[src/rtl/keypad_pkg.sv]
// Shared types and constants for the 4x4 keypad scanner.
// Holds the scan state enum, game key codes and the row/col code table.
package keypad_pkg;

  typedef enum logic [1:0] {
    SCAN,
    DEBOUNCE,
    HELD
  } state_t;

  localparam logic [4:0] KEY_PWRB = 5'd10;
  localparam logic [4:0] KEY_STB  = 5'd13;
  localparam logic [4:0] KEY_NO   = 5'd14;
  localparam logic [4:0] KEY_YES  = 5'd15;
  localparam logic [4:0] KEY_NONE = 5'd31;

  // Indexed by {row, col}.
  localparam logic [4:0] CODE_TABLE [16] = '{
    5'd1,   5'd2, 5'd3,    KEY_PWRB,
    5'd4,   5'd5, 5'd6,    5'd11,
    5'd7,   5'd8, 5'd9,    5'd12,
    KEY_NO, 5'd0, KEY_YES, KEY_STB
  };

  // Lowest low column wins when several are pressed.
  function automatic logic [1:0] first_low(
    input logic [3:0] c
  );
    logic [1:0] idx;
    idx = 2'd3;
    if (!c[0])      idx = 2'd0;
    else if (!c[1]) idx = 2'd1;
    else if (!c[2]) idx = 2'd2;
    return idx;
  endfunction

  function automatic logic [4:0] key_code(
    input logic [1:0] r,
    input logic [1:0] c
  );
    return CODE_TABLE[{r, c}];
  endfunction

endpackage

[src/rtl/keypad_sync.sv]
// 4-bit two-flop synchronizer for the raw keypad columns.
// Ports: clk, rst (sync, active-high), d (async in), q (synced out).
module keypad_sync (
  input  logic       clk,
  input  logic       rst,
  input  logic [3:0] d,
  output logic [3:0] q
);

  logic [3:0] meta;

  // Columns idle high (pulled up), so reset to all ones.
  always_ff @(posedge clk) begin
    if (rst) begin
      meta <= 4'hF;
      q    <= 4'hF;
    end else begin
      meta <= d;
      q    <= meta;
    end
  end

endmodule

[src/rtl/keypad_scanner.sv]
// 4x4 matrix keypad scanner with press/release debounce.
// Ports: clk, rst (sync, active-high), col_in[3:0] (active-low, async),
//        row_n[3:0] (active-low one-hot), key[4:0], keypad_pressed,
//        key_valid (one-cycle pulse per accepted press).
// Optional: define KEYPAD_REPEAT_EN for auto-repeat key_valid pulses.
module keypad_scanner #(
  parameter int SCAN_DIV     = 27000,
  parameter int DEBOUNCE_CNT = 10,
  parameter int REPEAT_CNT   = 300
) (
  input  logic       clk,
  input  logic       rst,
  input  logic [3:0] col_in,
  output logic [3:0] row_n,
  output logic [4:0] key,
  output logic       keypad_pressed,
  output logic       key_valid
);

  import keypad_pkg::*;

  localparam int DW = $clog2(SCAN_DIV);
  localparam int SW = $clog2(DEBOUNCE_CNT + 1);

  localparam logic [DW-1:0] DIV_LAST = DW'(SCAN_DIV - 1);
  localparam logic [SW-1:0] DB_DONE  = SW'(DEBOUNCE_CNT);

  logic [3:0]    col_s;
  logic [DW-1:0] dwell;
  logic [SW-1:0] stable;
  logic [1:0]    row;
  logic [1:0]    cand_row;
  logic [1:0]    cand_col;
  state_t        state;
  logic          sample;
  logic          cand_high;

`ifdef KEYPAD_REPEAT_EN
  localparam int RW = $clog2(REPEAT_CNT + 1);
  localparam logic [RW-1:0] RP_LAST = RW'(REPEAT_CNT - 1);
  logic [RW-1:0] rpt;
`endif

  keypad_sync u_sync (
    .clk (clk),
    .rst (rst),
    .d   (col_in),
    .q   (col_s)
  );

  assign sample    = (dwell == DIV_LAST);
  assign cand_high = col_s[cand_col];

  always_ff @(posedge clk) begin
    if (rst || sample) dwell <= '0;
    else               dwell <= dwell + DW'(1);
  end

  // Acceptance/release fire on the edge after stable reaches its
  // terminal value; SCAN_DIV >= 4 keeps that edge off a sample.
  always_ff @(posedge clk) begin
    if (rst) begin
      state          <= SCAN;
      row            <= 2'd0;
      row_n          <= 4'b1110;
      cand_row       <= 2'd0;
      cand_col       <= 2'd0;
      stable         <= '0;
      key            <= KEY_NONE;
      keypad_pressed <= 1'b0;
      key_valid      <= 1'b0;
`ifdef KEYPAD_REPEAT_EN
      rpt            <= '0;
`endif
    end else begin
      key_valid <= 1'b0;
      unique case (state)
        SCAN: begin
          if (sample) begin
            if (&col_s) begin
              row   <= row + 2'd1;
              row_n <= {row_n[2:0], row_n[3]};
            end else begin
              cand_row <= row;
              cand_col <= first_low(col_s);
              stable   <= SW'(1);
              state    <= DEBOUNCE;
            end
          end
        end
        DEBOUNCE: begin
          if (stable == DB_DONE) begin
            key            <= key_code(cand_row, cand_col);
            keypad_pressed <= 1'b1;
            key_valid      <= 1'b1;
            stable         <= '0;
            state          <= HELD;
`ifdef KEYPAD_REPEAT_EN
            rpt            <= '0;
`endif
          end else if (sample) begin
            if (!cand_high) begin
              stable <= stable + SW'(1);
            end else begin
              stable <= '0;
              state  <= SCAN;
              row    <= row + 2'd1;
              row_n  <= {row_n[2:0], row_n[3]};
            end
          end
        end
        HELD: begin
          if (stable == DB_DONE) begin
            key            <= KEY_NONE;
            keypad_pressed <= 1'b0;
            stable         <= '0;
            state          <= SCAN;
            row            <= row + 2'd1;
            row_n          <= {row_n[2:0], row_n[3]};
`ifdef KEYPAD_REPEAT_EN
            rpt            <= '0;
`endif
          end else if (sample) begin
            if (cand_high) stable <= stable + SW'(1);
            else           stable <= '0;
`ifdef KEYPAD_REPEAT_EN
            if (!cand_high) begin
              if (rpt == RP_LAST) begin
                key_valid <= 1'b1;
                rpt       <= '0;
              end else begin
                rpt <= rpt + RW'(1);
              end
            end
`endif
          end
        end
        default: state <= SCAN;
      endcase
    end
  end

endmodule

[config.mk]
export PLATFORM = sky130hd
export DESIGN_NAME = keypad_scanner
export DESIGN_NICKNAME = d
export VERILOG_FILES = /design/src/rtl/keypad_pkg.sv /design/src/rtl/keypad_sync.sv /design/src/rtl/keypad_scanner.sv
export SDC_FILE = /design/constraint.sdc
export NUM_CORES = 1
export LEC_CHECK = 0
export CAP_MARGIN = 40
export CORE_ASPECT_RATIO = 0.8
export CORE_MARGIN = 3
export CORE_UTILIZATION = 25
export CTS_BUF_LIST = sky130_fd_sc_hd__clkbuf_16
export CTS_CLUSTER_SIZE = 25
export DETAILED_ROUTE_END_ITERATION = 16
export GPL_ROUTABILITY_DRIVEN = 0
export PLACE_DENSITY = 0.44
export SLEW_MARGIN = 40
export SYNTH_ARGS = -nofsm -noshare
export SYNTH_HDL_FRONTEND = slang
export SYNTH_SLANG_ARGS = --single-unit
export TNS_END_PERCENT = 10
[constraint.sdc]
create_clock -name clk -period 2.95 [get_ports clk]
set_input_delay 0.7375 -clock clk [delete_from_list [all_inputs] [get_ports clk]]
set_output_delay 0.7375 -clock clk [all_outputs]
set_load 0.03 [all_outputs]
; ---- Word level (Yosys, flattened, before mapping)
; Memories as Yosys holds them, arrays and structs flattened.
; Index checks and enable logic that the tools add are counted.
[totals]
ff_bits = 46
memories = 1
word_cells = 91
out_inout_bits = 11
in_bits = 6
romBits = 80
[op_classes]
n_reduce_logical = 11
bitwise_logic = 3
n_eq_ne = 15
n_mux = 44
order_cmp = 2
add_sub_neg = 3
[memory_table]
columns = memory, words, word_bits, rd, rd_clocked_by_memory_dff, write_ports, line_no
row1 = (name not given), 16, 5, 1, 0, 0, keypad_pkg.sv:41  ; return CODE_TABLE[{r, c}];
[ops]
columns = operator, count
row1 = two-way mux 4 bit, 14
row2 = two-way mux 2 bit, 14
row3 = one-hot mux 4 bit (3 select lines), 2
row4 = two-way mux 5 bit, 4
row5 = inequality test 2 bit (second input constant), 8
row6 = adder 15 x 1 -> 15 bit (second input constant), 1
row7 = equality test 15 bit (second input constant), 1
row8 = one-hot mux 2 bit (3 select lines), 2
row9 = one-hot mux 5 bit (2 select lines), 1
row10 = AND reduction 5 bit, 2
row11 = inequality test 3 bit (second input constant), 3
row12 = AND reduction 7 bit, 1
row13 = AND reduction 3 bit, 2
row14 = greater-or-equal comparator 5 bit (second input constant), 1
row15 = two-way mux 1 bit, 5
row16 = inverter 4 -> 5 bit, 1
row17 = adder 4 x 1 -> 4 bit (second input constant), 1
row18 = equality test 4 bit (second input constant), 1
row19 = AND reduction 4 bit, 1
row20 = less-than comparator 2 x 3 -> 1 bit (second input constant), 1
row21 = nonzero test 3 bit, 1
row22 = adder 2 x 1 -> 2 bit (second input constant), 1
row23 = binary-select mux 1 bit (select 2 bit), 1
row24 = equality test 2 x 1 -> 1 bit (second input constant), 1
row25 = other kinds (7), 8

; ---- Longest topological paths before layout
; Gate-level depths: netlist of run 1.
[logic_depth]
word_depth = 6
depth_mapped = 8
ltp_nobuf = 7

; ---- Hierarchy
; From an unflattened synthesis of run 1, not the netlist that was laid out.
[hier_totals]
hier_cells = 243
area_unflattened_um2 = 2265.9
[modules_own_cells]
columns = mod, area_each_um2, cells_each, instances
row1 = keypad_scanner, 2055.7, 227, 1
row2 = keypad_sync, 210.2, 16, 1

; ---- Worst setup path after synthesis of run 1
; OpenSTA, ideal clock, no wires.
[synth_timing]
path_type = reg-to-reg
from = register dwell[9]
to = register state[1]
arrival_ps = 2131
n_path_buf = 1
setup_slack_ps = 698
stages_incl_launch_ff = 7
setup_time_ps = 121
cell_sequence = dfxtp_1 -> or3b_1 -> or4_4 -> buf_6 -> a221oi_1 -> o21a_1 -> mux2_2
[synth_via]
elab_chain_len = 3
elab_cells_between_ends = 4
cone_classes = 3 x eq/ne / 1 x reduce/logical
[synth_rtl]
columns = element, line_no
row1 = start: declaration, keypad_scanner.sv:29  ; logic [DW-1:0] dwell;
row2 = start signal: assignment, keypad_scanner.sv:56  ; else dwell <= dwell + DW'(1);
row3 = equality test 15 bit *, keypad_scanner.sv:51  ; assign sample = (dwell == DIV_LAST);
row4 = inequality test 3 bit (no source line) or inequality test 2 bit (tied branches), --
row5 = AND reduction 5 bit (no source line) *, --
row6 = end signal: assignment, keypad_scanner.sv:63  ; state <= SCAN;
row7 = end signal: assignment, keypad_scanner.sv:87  ; state <= DEBOUNCE;
row8 = end signal: assignment, keypad_scanner.sv:97  ; state <= HELD;
row9 = end: declaration, keypad_scanner.sv:34  ; state_t state;
; Mark *: on every way between the ends. The rest lies on a longest branch, timed or not.
; A chain may end at the register's enable or synchronous reset.

; ---- Worst setup path in the final report of run 1
; Same ends and word-level chain as after synthesis.

==> metrics.yaml, run 1 <==
detailed_routing:
  vias: 1610
  wirelength_um: 4290
  wl_per_cell_um: 11.8
  viasPerCell: 4.44
  firstDrtPassIters: 4
  final_antenna_net_count: 0
  drc: 0
  drt-initial-drc-count: 69
sta:
  fin_tns_setup_ps: 0
  max_freq_mhz: 427
  timing.final.crit_period_ps: 2340
  period_share_pct: 79.3
  slew_headroom_pct: 63.8
  final_max_slew_viol_count: 0
  fin_skew_ps: 3.97
  max_slew.worst_pin.slew_ps: 543
  setup_violations: 0
  hold_violations: 0
  grt_setup_unrepaired: "no"
floorplanning:
  pin_count: 17
  die_y_um: 89.8
  start_util_pct: 26.6
  core_area_um2: 8240
  design.die.area_um2: 9930
  die_w_um: 111
  rows: 29
synthesis:
  ys_seq_elements: 46
  yosysUniqueCellTypes: 42
  yosys.area.top_type: "dfxtp_1"
  synth_warnings: 0
  ys_seq_area_share_pct: 42.0
  async_flop_share_pct: 0
  syn-num-nets: 257
  synth-main-ff-cell: "dfxtp_1"
  synth_top_area_share_pct: 42.0
  syn_area_per_cell_um2: 9.17
  syn_inst: 239
  synth_edf_count: 0
  synth_area_leaders: "dfxtp_1 (42%), ha_1 (6.8%), nor2_1 (6.2%)"
  syn_area_um2: 2190
critical_path:
  required_ps: 3130
  path_class: "reg -> reg"
  crit_arrival_ps: 2520
  ff2ff_setup_slack_ps: 610
  crit_path_end_kind: "register"
  worst-path-max-fanout: 10
  crit_path_start_kind: "register"
placement:
  place_hpwl_um: 3040
  io_buffers: 16
  dp.cells: 355
  dpl-instance-area_um2: 2450
layout:
  area_growth_pct: 19.5
  n_fill_cell: 861
  multi_input_area_um2: 1170
  final_common_cell: "dfxtp_1"
  seqCellArea_um2: 921
  fin_nets: 272
  final_cell_area_um2: 2620
  final_cell_mix: "dfxtp_1 (46), nor2_1 (36), clkdlybuf4s50_1 (16), nand2b_1 (14), inv_1 (13)"
  drive_gt1_share_pct: 9.80
  finalNonFillerCells: 363
  antenna_cells: 0
clock_tree:
  h-tree-depth: 2
  cts_tree: "done"
  clk_path_buf_depth: 2
  cts_resized: 0
  cts-root-buf: "clkbuf_16"
  clkTransAtPathRegs_ps: 60
  cts_hold_buf: 0
  cts_sinks: 46
  clock_latency_ps: 290
  cts_made_buffers: 5
  cts_setup_buffers: 0
global_routing:
  gr-total-overflow: 0
  grt_max_degree: 18
  antenna_found_initial: 0
  grt_pass1_vias: 1561
  track_usage_pct: 9.47
  grt_pass1_wl_um: 7650
pwr:
  finalPower_mw: 1.31
  power_density_nw_per_um2: 498
  vdd_drop_max_mv: 0.217
  p_leak_nw: 0.919
hold_path:
  hold_class: "reg -> reg"
job:
  max_cap_viol_count: 0
outcome:
  status: "completed"
==> final cells by class <==
class / count / share of cell area, %
Clock inverter: 3 / 1.58
Clock buffer: 5 / 4.78
Tap cell: 108 / 5.16
Timing Repair Buffer: 19 / 6.97
Sequential cell: 46 / 35.1
Inverter: 12 / 1.72
Multi-Input combinational cell: 170 / 44.7
==> kinds of logic (layout without fill, tap and decap cells) <==
group / count (synthesis) / in the layout / synth area share [%]
and+or+nand+nor: 98 / 98 / 23.4
muxes: 10 / 10 / 5.82
AOI/OAI and AO/OA: 37 / 37 / 12.1
buffers and inverters: 23 / 39 / 4.62
xor gates and xnor gates: 13 / 13 / 5.19
DFF: 46 / 46 / 42.0
adders and majority gates: 12 / 12 / 6.85
==> worst max-delay path, cell delays in order, from the launching register on <==
cell,delay (ps)
dfxtp_1,360
or3b_1,390
or4_4,600
o21ai_1,350
o21a_1,200
mux2_2,330
==> per-stage QoR <==
| stage | worst slack, ps | util (%) | hold slack [ps] |
|---|---|---|---|
| 4_1_cts | 619 | 31.8 | 409 |
| 3_3_place_gp | 638 | 29.8 | 395 |
| 6_report | 610 | 31.8 | 409 |
| 3_5_place_dp | 633 | 29.8 | 394 |
| 5_1_grt | 458 | 31.8 | 415 |
| 2_1_floorplan | 698 | - | 389 |
==> path summary, 6_finish.rpt <==
| kind | startpoint | endpoint | cells after the start |
|---|---|---|---|
| worst max-delay path | dwell[9] | state[1] | 5 |
| worst min-delay path | u_sync.meta[0] | u_sync.q[0] | 1 |
| worst max register to register | dwell[9] | state[1] | 5 |
| worst min register to register | u_sync.meta[0] | u_sync.q[0] | 1 |
==> cell usage after synthesis, types with 2 or more instances <==
| library cell | instances |
|---|---|
| a21oi_1 | 9 |
| a221o_1 | 2 |
| a31oi_1 | 4 |
| buf_6 | 2 |
| clkbuf_1 | 9 |
| dfxtp_1 | 46 |
| ha_1 | 12 |
| inv_1 | 12 |
| mux2_2 | 2 |
| mux2i_1 | 6 |
| mux4_2 | 2 |
| nand2_1 | 9 |
| nand2b_1 | 14 |
| nand3_1 | 11 |
| nand3b_1 | 3 |
| nand4_1 | 4 |
| nand4b_1 | 3 |
| nor2_1 | 36 |
| nor3_1 | 3 |
| o21ai_0 | 7 |
| o22a_1 | 2 |
| o22ai_1 | 3 |
| or2_2 | 8 |
| xnor2_1 | 7 |
| xor2_1 | 6 |
==> registers in the layout, summed over array words and instances, names as in the netlist <==
signal and flops:
dwell 15, key 5, row_n 4, stable 4
u_sync.meta 4, u_sync.q 4, cand_col 2, cand_row 2
row 2, state 2, key_valid 1, keypad_pressed 1
==> power by group <==
group / internal [mW] / switching, mW / leakage, nW
logic: 0.0202 / 0.0220 / 0.465
registers: 0.630 / 0.00555 / 0.373
clock network: 0.396 / 0.232 / 0.0812
total: 1.05 / 0.259 / 0.919
==> metal layers <==
| layer | global-route usage (%) | up-vias | share of wire, % |
|---|---|---|---|
| li1 | - | 856 | - |
| met1 | 13.1 | 730 | 54 |
| met2 | 13.6 | 17 | 40 |
| met3 | 2.68 | 7 | 3.2 |
| met4 | 4.31 | 0 | 2.0 |
| met5 | 0 | - | 0 |
No activity file was read; power rests on OpenSTA's default activity.
==> run 2: changes to the inputs <==
Clock period 2.95 ns to 2.3 ns, I/O delays scaled along.
==> run 2 against run 1 <==
Cell count is 2.2% higher. Global-route usage is 0.27 points lower. Combinational power up 36%. Sequential cell count is the same.
==> metrics.yaml, run 2 (synthesis results as in run 1) <==
outcome:
  status: "completed"
global_routing:
  grt_pass1_vias: 1594  # +2.1%
  grt-busiest-layer: "met1"
  track_usage_pct: 9.20  # -0.27 points
  gr-total-overflow: 0  # unchanged
  grt_max_degree: 39  # +21
  antenna_found_initial: 0  # unchanged
  met3_usage_pct: 2.62  # -0.067 points
  grt_use_met1_pct: 13.6  # +0.55 points
  grt_pass1_wl_um: 7630  # -0.18%
  grt_util_met2_pct: 12.9  # -0.71 points
critical_path:
  crit_arrival_ps: 2390  # -130 ps
  rr_endpoint: "state[1]"
  ff2ff_path_depth: 6  # +1
  path_class: "reg -> reg"
  crit_path_end_kind: "register"
  rr_startpoint: "dwell[1]"
  ff2ff_setup_slack_ps: 80  # -520 ps
  required_ps: 2480  # -650 ps
  worst-path-max-fanout: 6  # -4
  crit_path_start_kind: "register"
sta:
  timing.final.crit_period_ps: 2220  # -125 ps
  final_max_slew_viol_count: 0  # unchanged
  fin_skew_ps: 6.68  # +2.71 ps
  fin_hold_ws_ps: 407  # -1.59 ps
  hold_violations: 0  # unchanged
  fin_tns_setup_ps: 0  # unchanged
  setup_ws_ps: 84.9  # -525 ps
  period_share_pct: 96.3  # +17 points
  max_freq_mhz: 451  # +5.6%
  setup_violations: 0  # unchanged
  max_slew.worst_pin.slew_ps: 497  # -46.2 ps
  slew_headroom_pct: 66.6  # +2.8 points
hold_path:
  min_from: "u_sync.meta[3]"
  holdPathEnd: "u_sync.q[3]"
  hold_class: "reg -> reg"
  hold_path_depth: 1  # unchanged
detailed_routing:
  wirelength_um: 4370  # +2.0%
  wl_per_cell_um: 11.8  # -0.19%
  firstDrtPassIters: 4  # unchanged
  drc: 0  # unchanged
  final_antenna_net_count: 0  # unchanged
  viasPerCell: 4.47  # +0.82%
  drt-initial-drc-count: 59  # -14%
  vias: 1659  # +3.0%
floorplanning:
  design.die.area_um2: 9930  # unchanged
  rows: 29  # unchanged
  start_util_pct: 26.6  # unchanged
  die_w_um: 111  # unchanged
  die_y_um: 89.8  # unchanged
  core_area_um2: 8240  # unchanged
  pin_count: 17  # unchanged
clock_tree:
  cts_setup_buffers: 0  # unchanged
  cts-root-buf: "clkbuf_16"
  cts_hold_buf: 0  # unchanged
  h-tree-depth: 2  # unchanged
  clock_latency_ps: 280  # about the same
  clkTransAtPathRegs_ps: 70  # about the same
  cts_resized: 0  # unchanged
  cts_tree: "done"
  clk_path_buf_depth: 2  # unchanged
  cts_sinks: 46  # unchanged
  cts_made_buffers: 5  # unchanged
placement:
  pre_cts_ws_ps: 58.2  # -575 ps
  io_buffers: 16  # unchanged
  place_hpwl_um: 3140  # +3.0%
layout:
  area_growth_pct: 22.3
  largest_reg_flops: 15  # unchanged
  final_common_cell: "dfxtp_1"
  n_fill_cell: 853  # -0.93%
  fin_nets: 280  # +2.9%
  antenna_cells: 0  # unchanged
  drive_gt1_share_pct: 14.1  # +4.3 points
  final_cell_mix: "dfxtp_1 (45), nor2_1 (36), clkdlybuf4s50_1 (16), nand2b_1 (14), inv_1 (13)"
  largest-register: "dwell"
  reg_top3: "dwell: 15 flops, key: 5 flops"
pwr:
  power_density_nw_per_um2: 587  # +18%
  vdd_drop_max_mv: 0.442  # +100%
  p_leak_nw: 0.957  # +4.1%
job:
  max_cap_viol_count: 0  # unchanged
## run 2: critical path, cell delays in order (launching register included)
cell and delay, ps:
dfxtp_1 360, ha_2 210, nand4bb_1 130, or4_4 600
a221oi_2 300, o21a_1 190, mux2_2 330
## run 2: final cells by class
type / instances / area, um^2 / share of cell area [%]
Clock buffer: 5 / 125 / 4.67
Clock inverter: 3 / 17.5 / 0.654
Inverter: 12 / 45.0 / 1.68
Multi-Input combinational cell: 170 / 1180 / 44.0
Sequential cell: 46 / 922 / 34.4
Tap cell: 108 / 135 / 5.04
Timing Repair Buffer: 27 / 255 / 9.52
## run 2: routing by layer
layer  part of all wire [%]  wire [um]
met5                      0          0
met4                   0.87         38
met3                    2.9        128
met1                     56       2450
met2                     40       1750
## run 2: worst max path at each step
stage | startpoint | to | cells past startpoint
after floorplan | dwell[9] | state[1] | 6
after global placement | dwell[8] | state[1] | 5
after detailed placement | dwell[8] | state[1] | 5
after CTS | dwell[8] | state[1] | 5
after global routing | dwell[1] | state[1] | 6
final | dwell[1] | state[1] | 6
## run 2: power breakdown
group | switching (mW) | internal (mW)
Clock | 0.303 | 0.399
Combinational | 0.0285 | 0.0288
Sequential | 0.00710 | 0.808
## run 2: through the flow
| step | cell area (um^2) | std cells | power, mW | util, % |
|---|---|---|---|---|
| floorplan | 2190 | 239 | 0.867 | - |
| global placement | 2530 | 363 | 0.890 | 30.7 |
| detailed placement | 2530 | 363 | 0.890 | 30.7 |
| CTS | 2670 | 371 | 1.60 | 32.4 |
| global route | 2680 | 371 | 1.65 | 32.5 |
| finish | 2680 | 371 | 1.57 | 32.5 |
==> run 3: changes to the inputs <==
Settings changed: CORE_MARGIN 3 to 4, CTS_CLUSTER_DIAMETER set to 50.
==> run 3 against run 2 <==
Worst hold slack barely moved. Sequential share of layout area is 0.27 points lower. Sequential power barely moved. Final area is 0.79% higher. Global-route usage is essentially flat. Power rose by 7.3%. Clock-buffer cell count stayed put. Via count is 0.72% lower. Clock skew down 0.86 ps. Critical endpoint unchanged. Largest cell class unchanged.
==> metrics.yaml, run 3 (synthesis results as in run 1) <==
critical_path:
  slowest_stage: "or4_4"
  required_ps: 2480  # about the same
  crit_path_end_kind: "register"
  critical_path.max_stage_delay_ps: 560  # -40 ps
  crit_family: "simple AND/OR/NAND/NOR gates"
  crit_arrival_ps: 2390  # about the same
  path_cells: "or3b_1 > or4_4 > a221oi_1 > o21a_1 > mux2_2"
  worst-path-max-fanout: 4  # -2
  crit_start: "dwell[8]"
  path_class: "reg -> reg"
  path_buf_inv: 0  # unchanged
  crit_path_start_kind: "register"
  rr_startpoint: "dwell[8]"
detailed_routing:
  drt-initial-drc-count: 101  # +71%
  vias: 1647  # -0.72%
  wl_per_cell_um: 11.9  # +0.61%
  final_antenna_net_count: 0  # unchanged
  wirelength_um: 4450  # +1.7%
  viasPerCell: 4.39  # -1.8%
  firstDrtPassIters: 4  # unchanged
  drc: 0  # unchanged
floorplanning:
  pin_count: 17  # unchanged
  die_y_um: 91.8  # +2.2%
  die_w_um: 113  # +1.8%
  rows: 30  # +3.4%
  core_area_um2: 8520  # +3.4%
  design.die.area_um2: 10300  # +4.1%
  start_util_pct: 25.7  # -0.89 points
pwr:
  vdd_drop_max_mv: 0.367  # -17%
  p_switching_mw: 0.344  # +1.5%
  p_leak_nw: 0.963  # +0.68%
  combPwrFrac_pct: 3.4  # -0.2 points
  p_seq_share_pct: 48.3  # -3.5 points
  power_density_nw_per_um2: 625  # +6.4%
  p_int_mw: 1.34  # +8.8%
  switching_share_pct: 20.4  # -1.2 points
  clock_power_share_pct: 48.3  # +3.7 points
global_routing:
  grt_max_degree: 39  # unchanged
  track_usage_pct: 9.23  # +0.029 points
  grt_pass1_wl_um: 7710  # +1.1%
  gr-total-overflow: 0  # unchanged
  antenna_found_initial: 0  # unchanged
  grt_pass1_vias: 1543  # -3.2%
layout:
  largest-register: "dwell"
  reg_top3: "dwell: 15 flops, key: 5 flops"
  drive_gt1_share_pct: 13.3  # -0.76 points
  area_growth_pct: 23.2
  largest_reg_flops: 15  # unchanged
  fin_nets: 280  # unchanged
  final_cell_area_um2: 2700  # +0.79%
  seqCellArea_um2: 922  # unchanged
  final_common_cell: "dfxtp_1"
  n_fill_cell: 909  # +6.6%
  final_cell_mix: "dfxtp_1 (45), nor2_1 (36), clkdlybuf4s50_1 (16), nand2b_1 (14), inv_1 (13)"
  finalNonFillerCells: 375  # +1.1%
  antenna_cells: 0  # unchanged
  multi_input_area_um2: 1170  # -0.64%
clock_tree:
  clkTransAtPathRegs_ps: 60  # about the same
  cts_sinks: 46  # unchanged
  clk_path_buf_depth: 2  # unchanged
  cts_made_buffers: 5  # unchanged
  clock_latency_ps: 290  # about the same
  cts-root-buf: "clkbuf_16"
  cts_tree: "done"
  h-tree-depth: 2  # unchanged
  cts_hold_buf: 0  # unchanged
outcome:
  status: "completed"
sta:
  fin_skew_ps: 5.83  # -0.856 ps
  max_slew.worst_pin.slew_ps: 476  # -20.8 ps
  slew_headroom_pct: 68.0  # +1.4 points
  final_max_slew_viol_count: 0  # unchanged
  period_share_pct: 96.0  # -0.28 points
  fin_hold_ws_ps: 407  # +0.0170 ps
  grt_setup_unrepaired: "no"
  timing.final.crit_period_ps: 2210  # -6.45 ps
  hold_violations: 0  # unchanged
  fin_tns_setup_ps: 0  # unchanged
  setup_violations: 0  # unchanged
  max_freq_mhz: 453  # +0.29%
placement:
  dp.cells: 367  # +1.1%
  dpl-instance-area_um2: 2530  # +0.20%
  place_hpwl_um: 3100  # -1.3%
  io_buffers: 16  # unchanged
hold_path:
  hold_class: "reg -> reg"
  min_from: "u_sync.meta[0]"
job:
  max_cap_viol_count: 0  # unchanged
## run 3: per-layer routing
| metal | vias up | share of wire [%] | global-route usage [%] |
|---|---|---|---|
| li1 | 864 | - | - |
| met1 | 761 | 57 | 14.0 |
| met2 | 18 | 39 | 11.6 |
| met3 | 4 | 2.9 | 3.17 |
| met4 | 0 | 1.2 | 3.30 |
| met5 | - | 0 | 0 |
## run 3: final timing paths
path | slack [ps] | cells after the start | endpoint
max | 90 | 5 | state[1]
min | 410 | 1 | u_sync.q[0]
max reg2reg | 90 | 5 | state[1]
min reg2reg | 410 | 1 | u_sync.q[0]
## run 3: area by class of cell
class / instances / area share, %
clock buffers: 5 / 4.63
inverters: 12 / 1.67
well taps: 112 / 5.19
multi-input cells: 170 / 43.4
repair buffers: 27 / 9.45
clock inverters: 3 / 1.53
flip-flops and latches: 46 / 34.1
## run 3: what timing repair did
action                                  in CTS  in global routing
buffers inserted                             0                  0
resized for setup                            0                  2
endpoints found under the setup margin       0                  5
## run 3: metrics by stage
stage          power (mW)  setup slack, ps  util, %
2_1_floorplan       0.867             47.8        -
4_1_cts              1.72             66.0     31.7
3_5_place_dp        0.890             74.6     29.7
5_1_grt              1.76             5.13     31.7
3_3_place_gp        0.890             91.5     29.7
6_report             1.69             91.4     31.7
## run 3: power groups by stage
stage	registers, mW	logic (mW)	clock network (mW)
4_1_cts	0.814	0.0577	0.850
2_1_floorplan	0.831	0.0360	0
3_5_place_dp	0.833	0.0572	0
3_3_place_gp	0.832	0.0581	0
6_report	0.815	0.0573	0.816
5_1_grt	0.815	0.0640	0.883
## run 3: worst reg2reg max path: stages, from the launching register on
cell,delay (ps)
dfxtp_2,340
or3b_1,350
or4_4,560
a221oi_1,320
o21a_1,210
mux2_2,330
